File: src/rtl/reg_dump_ctrl.sv
// reg_dump_ctrl
//   Debug readout controller for the register file. On dump_start (in IDLE)
//   it gates off pipeline writes, takes over the A1 read port, walks
//   registers 0..NREG-1 and streams each word MSB-first as four bytes over
//   a valid/ready byte interface toward the UART transmitter.
//
// Ports
//   clk         system clock, rising edge
//   inicio      asynchronous active-high reset
//   dump_start  dump request, honored only in IDLE
//   pipe_a1     pipeline A1 read address (passed through in IDLE)
//   rf_a1       address to register file A1
//   rf_rd1      register file RD1 (combinational read of rf_a1)
//   activo      register file write gate, 0 while a dump is in progress
//   tx_data     byte to transmitter
//   tx_valid    tx_data valid
//   tx_ready    transmitter accepts byte when high with tx_valid
//   busy        high in any state other than IDLE
//   done        one-cycle pulse at dump completion
//
// state | meaning
// ------+---------------------------------------------------------
// IDLE  | pipeline owns A1, writes enabled, waiting for dump_start
// LOAD  | A1 = idx, capture rf_rd1 into word
// SEND  | present word[31:24], shift on each accepted byte
// DONE  | one-cycle completion pulse, then back to IDLE

module reg_dump_ctrl #(
    parameter int NREG = 32,
    parameter int AW   = 5,
    parameter int DW   = 32
) (
    input  logic          clk,
    input  logic          inicio,
    input  logic          dump_start,
    input  logic [AW-1:0] pipe_a1,
    output logic [AW-1:0] rf_a1,
    input  logic [DW-1:0] rf_rd1,
    output logic          activo,
    output logic [7:0]    tx_data,
    output logic          tx_valid,
    input  logic          tx_ready,
    output logic          busy,
    output logic          done
);

    typedef enum logic [1:0] {
        IDLE = 2'd0,
        LOAD = 2'd1,
        SEND = 2'd2,
        DONE = 2'd3
    } state_t;

    localparam logic [AW-1:0] LAST_IDX = AW'(NREG - 1);

    state_t        state;
    logic [AW-1:0] idx;
    logic [DW-1:0] word;
    logic [1:0]    bcnt;

    always_ff @(posedge clk or posedge inicio) begin
        if (inicio) begin
            state <= IDLE;
            idx   <= '0;
            word  <= '0;
            bcnt  <= '0;
        end else begin
            case (state)
                IDLE: begin
                    if (dump_start) begin
                        idx   <= '0;
                        state <= LOAD;
                    end
                end
                LOAD: begin
                    word  <= rf_rd1;
                    bcnt  <= '0;
                    state <= SEND;
                end
                SEND: begin
                    if (tx_ready) begin
                        if (bcnt != 2'd3) begin
                            word <= word << 8;
                            bcnt <= bcnt + 2'd1;
                        end else if (idx != LAST_IDX) begin
                            idx   <= idx + 1'b1;
                            state <= LOAD;
                        end else begin
                            state <= DONE;
                        end
                    end
                end
                DONE: begin
                    // Unconditional: a dump_start seen here is deliberately dropped.
                    state <= IDLE;
                end
                default: state <= IDLE;
            endcase
        end
    end

    // Moore outputs decoded from the state register only, so the async reset
    // drops them immediately and no input can glitch them.
    always_comb begin
        rf_a1    = (state == IDLE) ? pipe_a1 : idx;
        activo   = (state == IDLE);
        busy     = (state != IDLE);
        tx_valid = (state == SEND);
        done     = (state == DONE);
        tx_data  = (state == SEND) ? word[DW-1 -: 8] : 8'h00;
    end

endmodule

File: config.mk
export PLATFORM = sky130hd
export DESIGN_NAME = reg_dump_ctrl
export DESIGN_NICKNAME = d
export VERILOG_FILES = /design/src/rtl/reg_dump_ctrl.sv
export SDC_FILE = /design/constraint.sdc
export NUM_CORES = 1
export LEC_CHECK = 0
export ABC_AREA = 1
export ABC_CLOCK_PERIOD_IN_PS = 3300
export BUFFER_PORTS_ARGS = -buffer_cell sky130_fd_sc_hd__buf_2
export CAP_MARGIN = 0
export CORE_ASPECT_RATIO = 1.75
export CORE_MARGIN = 2
export CORE_UTILIZATION = 56
export DETAILED_ROUTE_END_ITERATION = 7
export PLACE_DENSITY = 0.93
export SLEW_MARGIN = 5
export SYNTH_ARGS = -nofsm -noshare
export SYNTH_HDL_FRONTEND = slang
export SYNTH_SLANG_ARGS = --single-unit
File: constraint.sdc
create_clock -name clk -period 3.3 [get_ports clk]
set_clock_uncertainty 0.1 [all_clocks]
set_input_delay 0.66 -clock clk [delete_from_list [all_inputs] [get_ports clk]]
set_output_delay 0.66 -clock clk [all_outputs]
set_load 0.02 [all_outputs]
# == After elaboration in Yosys (flattened, before gate mapping) ==
# Index checks and enable logic that the tools add are counted.
# totals
ff_bits,41
latch_bits,0
ramBits,0
romBits,0
in_bits,41
out_inout_bits,17
mem_count,0
# op_classes
add_sub_neg,2
n_mul,0
div_mod_pow,0
n_lt_le_gt_ge,0
eq_ne,10
n_shift,0
muxes,18
bitwise,0
reduce_logical,7
# op_table
op,count
$mux W32,2
$pmux W32 S2,1
$mux W5,5
$mux W2,6
$pmux W5 S2,1
$mux W8,1
$pmux W2 S4,1
$ne A2 B1 Y1 const B,3
$ne A2 B2 Y1 const B,3
$reduce_and A3 Y1,2
$reduce_bool A2 Y1,3
$add A5 B1 Y5 const B,1
$ne A5 B5 Y1 const B,1
$reduce_and A5 Y1,1
$eq A2 B2 Y1 const B,2
$pmux W2 S2,1
$add A2 B1 Y2 const B,1
$eq A2 B1 Y1 const B,1
$logic_not A2 Y1,1

# == Depth between registers and ports, before layout ==
# depth
depth_word,5
mapped_depth,8

# == Worst setup path after synthesis ==
# Ideal clock, no wire load.
# synth_timing
path_kind,reg-to-output
from,register state[0]
to,output rf_a1[1]
arrival_ns,1.289
required_time_ns,2.540
slack_ns,1.251
stages_incl_launch_ff,5
path_buffers,0
cell_sequence,dfrtp_1 > nor2_2 > inv_1 > nand2_1 > nand2_1
# synth_via
elab_chain_cells,2
# synth_rtl
element,line_no,source
start: declaration,56,state_t state;
start signal: assignment,63,state <= IDLE;
start signal: assignment,72,state <= LOAD;
start signal: assignment,78,state <= SEND;
$logic_not A2 Y1,-,
net activo,39,"output logic activo,"
$mux W5,105,rf_a1 = (state == IDLE) ? pipe_a1 : idx;
end: declaration,37,"output logic [AW-1:0] rf_a1,"
# The timed path passes the listed nets, and every way through them passes these cells.

# == Worst setup path in the final report ==
# layout_timing
from,register state[0]
to,output tx_data[7]
# layout_via
elab_chain_cells,2
# layout_rtl
element,line_no,source
$eq A2 B2 Y1,110,tx_data = (state == SEND) ? word[DW-1 -: 8] : 8'h00;
$mux W8,110,
end: declaration,40,"output logic [7:0] tx_data,"
# No other way between the ends.

==> reports/summary.md <==
The flop and latch count out of synthesis is 41, and the antenna diode count is 0. The run gives 1803 as the via count of the first global-routing pass. The run gives 323 as the post-synth net total. Sequential elements use 47.3% of the synthesized area.

Number of resized instances in the post-cts repair step: 0. For this block, the initial DRC count from the detailed router was 38. The logs give 379 for the post-layout net count and 279 for the cell count after synthesis.

Dividing total power by cell area gives a power density of 859 nW/um2. The net switching fraction of the power is 45.0%. The HPWL after detailed placement is 3390 um.

Across every metal layer, demand over resource in global routing totals 22.5%. Routability-driven placement finished with a final weighted congestion of 0.754. For this run, design rule violations remaining after detail routing come to 0.

The finished cells cover 2520 um2. Detailed routing inserted a total of 1945 vias. Combinational power share: 49.2%.

The fraction of layout instances using a drive strength above 1 is 24.7%, and the final-report max-slew violation count is 0. After filler insertion, the fill cell instance count of the layout stands at 313. In the final timing run, aggregate negative setup slack is 0 ns. The library cell used most frequently in the layout, excluding fill and tap cells, is sky130_fd_sc_hd__nand2_1. Summed over all layers, the routed wires come to 4430 um. The final cycle utilization of the critical path was 69.3%; the largest fanout on the critical path was 33. For the initial antenna violation count, the log shows 0.

Clock-pin slew was measured on the worst setup and hold paths at 0.07 ns. Summing all placed instances gives a cell area of 2440 um2. The die covers 4400 um2. The run gives 7450 um as the global-route wire length before repair.

The critical path launch point type is a register. The top-level I/O count is 58, and the number of H-tree levels is 2. The achievable clock frequency was 437 MHz.

The tightest min-delay check is of the register to register type. Measured against its own limit, the worst slew margin works out to 31.4%. For the switching component of the power, the log shows 0.000974 W. The setup violation total in the final timing report came out at 0. After synthesis, the netlist uses 23 different library cells. For this design, the sink count on the clock tree is 41.

For the number of setup buffers added after CTS, the log shows 0. Total of buffers placed on input and output ports: 57. The number of warning messages in the yosys log is 0. The clock reaches the later pin of the worst-skew pair after 0.30 ns.

In this run, CTS created clock tree buffers numbering 5. The data arrival at the endpoint of the critical path was 1.53 ns. From synthesis to final layout, the design area changed by 16.2%. Kind of capture point of the worst setup path: a primary output. In the layout the commonest cells are sky130_fd_sc_hd__nand2_1 (90), sky130_fd_sc_hd__buf_2 (57), sky130_fd_sc_hd__inv_1 (42), sky130_fd_sc_hd__dfrtp_1 (41), sky130_fd_sc_hd__o21ai_0 (27).

The detail route stage leaves a number of antenna-violating nets equal to 0. The part of the power in registers is 36.3%, and the part of the total power dissipated in the clock network is 14.5%. The total iterations of the first detailed-routing run is 4, and the total grt overflow is 0. The run finished with clean final reports.

The worst path required time came out at 2.54 ns. The run gives 29 as the site row count. Using the TritonRoute via totals, the vias-per-cell ratio works out to 5.09. For this design the static power due to leakage is 1.39 nW.

In this run the clock root is driven by a sky130_fd_sc_hd__clkbuf_8. The hold-fix buffer count after cts came out at 0. TritonCTS built the clock tree. The final-report hold violation count is 0, and the height of the chip is 86.3 um. Setup repair after global routing left no endpoint under its margin.

For the pin with the worst max-slew slack, the measured transition is 1.03 ns. The cell area that synthesis handed to floorplanning was 2170 um2. The per-instance average area after synthesis is 7.77 um2. For the count of max-cap constraint violations, the log shows 0.

The die is 51.0 um wide. Clock period minus final worst setup slack: 2.29 ns. The clock passes through at most 2 buffers. The maximum number of pins on one net before global-route repair is 56, and the area of the core is 3660 um2. The average detailed-routed wire length per instance works out to 11.6 um. The internal power contribution was 0.00119 W. Type of the worst setup path: register to primary output. The worst vdd rail ir drop came out at 0.000626 V. For this configuration, the core starts out at a cell density of 59.1%.
## worst max-delay path, cell delays in order (launching register included)
cell and delay, ns:
sky130_fd_sc_hd__dfrtp_1 0.47, sky130_fd_sc_hd__inv_2 0.09, sky130_fd_sc_hd__nand2_2 0.29, sky130_fd_sc_hd__nor2_1 0.18
sky130_fd_sc_hd__buf_2 0.18
## final timing paths
| path | startpoint | endpoint | slack (ns) | cells after the start |
|---|---|---|---|---|
| worst max-delay path | state[0]$_DFFE_PP0P_ | tx_data[7] | 1.01 | 4 |
| worst min-delay path | idx[3]$_DFFE_PP0P_ | idx[3]$_DFFE_PP0P_ | 0.41 | 2 |
| worst max register to register | state[0]$_DFFE_PP0P_ | word[23]$_DFFE_PP0P_ | 1.47 | 6 |
| worst min register to register | idx[3]$_DFFE_PP0P_ | idx[3]$_DFFE_PP0P_ | 0.41 | 2 |
| max in group asynchronous | inicio | word[19]$_DFFE_PP0P_ | 1.90 | 3 |
| min in group asynchronous | inicio | bcnt[0]$_DFFE_PP0P_ | 0.50 | 2 |
## routing by layer
layer  GRT usage (%)  wire, um
met5               0         0
met4            9.09        70
met3            5.69       252
met2            40.7      2440
met1            24.2      1660
## cell families (layout without fill, tap and decap cells)
group / after synthesis / count (layout) / share of synthesized area [%]
simple gates: 120 / 120 / 23.8
compound gates: 60 / 60 / 15.1
buf+inv: 55 / 112 / 12.0
flops: 41 / 41 / 47.3
fa+ha+maj: 3 / 3 / 1.73
## area by class of cell
class	instances	area, um2	share of cell area [%]
sequential	41	1030	40.8
multi-input combinational	183	881	35.0
timing repair buffer	60	308	12.2
inverter	44	165	6.56
clock buffer	8	80.1	3.18
tap	46	57.6	2.29
## synth_stat cells
master / instances / area share, %
sky130_fd_sc_hd__nor2_2: 2 / 0.58
sky130_fd_sc_hd__nand3_2: 1 / 0.46
sky130_fd_sc_hd__buf_4: 2 / 0.69
sky130_fd_sc_hd__nor3_2: 1 / 0.46
sky130_fd_sc_hd__inv_1: 42 / 7.3
sky130_fd_sc_hd__nand3_1: 8 / 1.8
sky130_fd_sc_hd__dfrtp_1: 41 / 47
sky130_fd_sc_hd__buf_2: 3 / 0.69
sky130_fd_sc_hd__inv_2: 2 / 0.35
sky130_fd_sc_hd__nor2_1: 12 / 2.1
sky130_fd_sc_hd__o21ai_0: 27 / 6.2
sky130_fd_sc_hd__nand2_1: 90 / 16
sky130_fd_sc_hd__clkbuf_2: 1 / 0.23
sky130_fd_sc_hd__nand2_4: 1 / 0.52
sky130_fd_sc_hd__nand2_8: 1 / 0.92
sky130_fd_sc_hd__ha_1: 3 / 1.7
sky130_fd_sc_hd__nand2_2: 2 / 0.58
sky130_fd_sc_hd__o21ai_2: 7 / 2.8
sky130_fd_sc_hd__buf_8: 1 / 0.69
sky130_fd_sc_hd__nand4_1: 1 / 0.29
sky130_fd_sc_hd__nor2_4: 1 / 0.52
sky130_fd_sc_hd__o21ai_1: 26 / 6.0
sky130_fd_sc_hd__buf_6: 4 / 2.1
## metrics by stage
stage,setup slack (ns),power (W),hold slack (ns),utilization (%),std cells
4_1_cts,0.981,0.00218,0.415,68.7,382
3_5_place_dp,1.31,0.00187,0.399,66.5,374
3_3_place_gp,1.35,0.00182,0.388,66.5,374
5_1_grt,0.860,0.00236,0.430,68.7,382
2_1_floorplan,1.25,0.00171,0.364,-,279
6_report,1.01,0.00216,0.415,68.7,382
## power groups by stage
stage / combinational [W] / sequential [W] / clock, W
6_report: 0.00106 / 0.000785 / 0.000314
5_1_grt: 0.00122 / 0.000802 / 0.000340
4_1_cts: 0.00108 / 0.000784 / 0.000320
3_5_place_dp: 0.00107 / 0.000794 / 0
3_3_place_gp: 0.00104 / 0.000780 / 0
2_1_floorplan: 0.000934 / 0.000772 / 0
## registers in the layout, indices dropped and copies added, names as in the netlist
name / flops
state: 2
idx: 5
word: 32
bcnt: 2
Power figures use the tool's default switching activity.
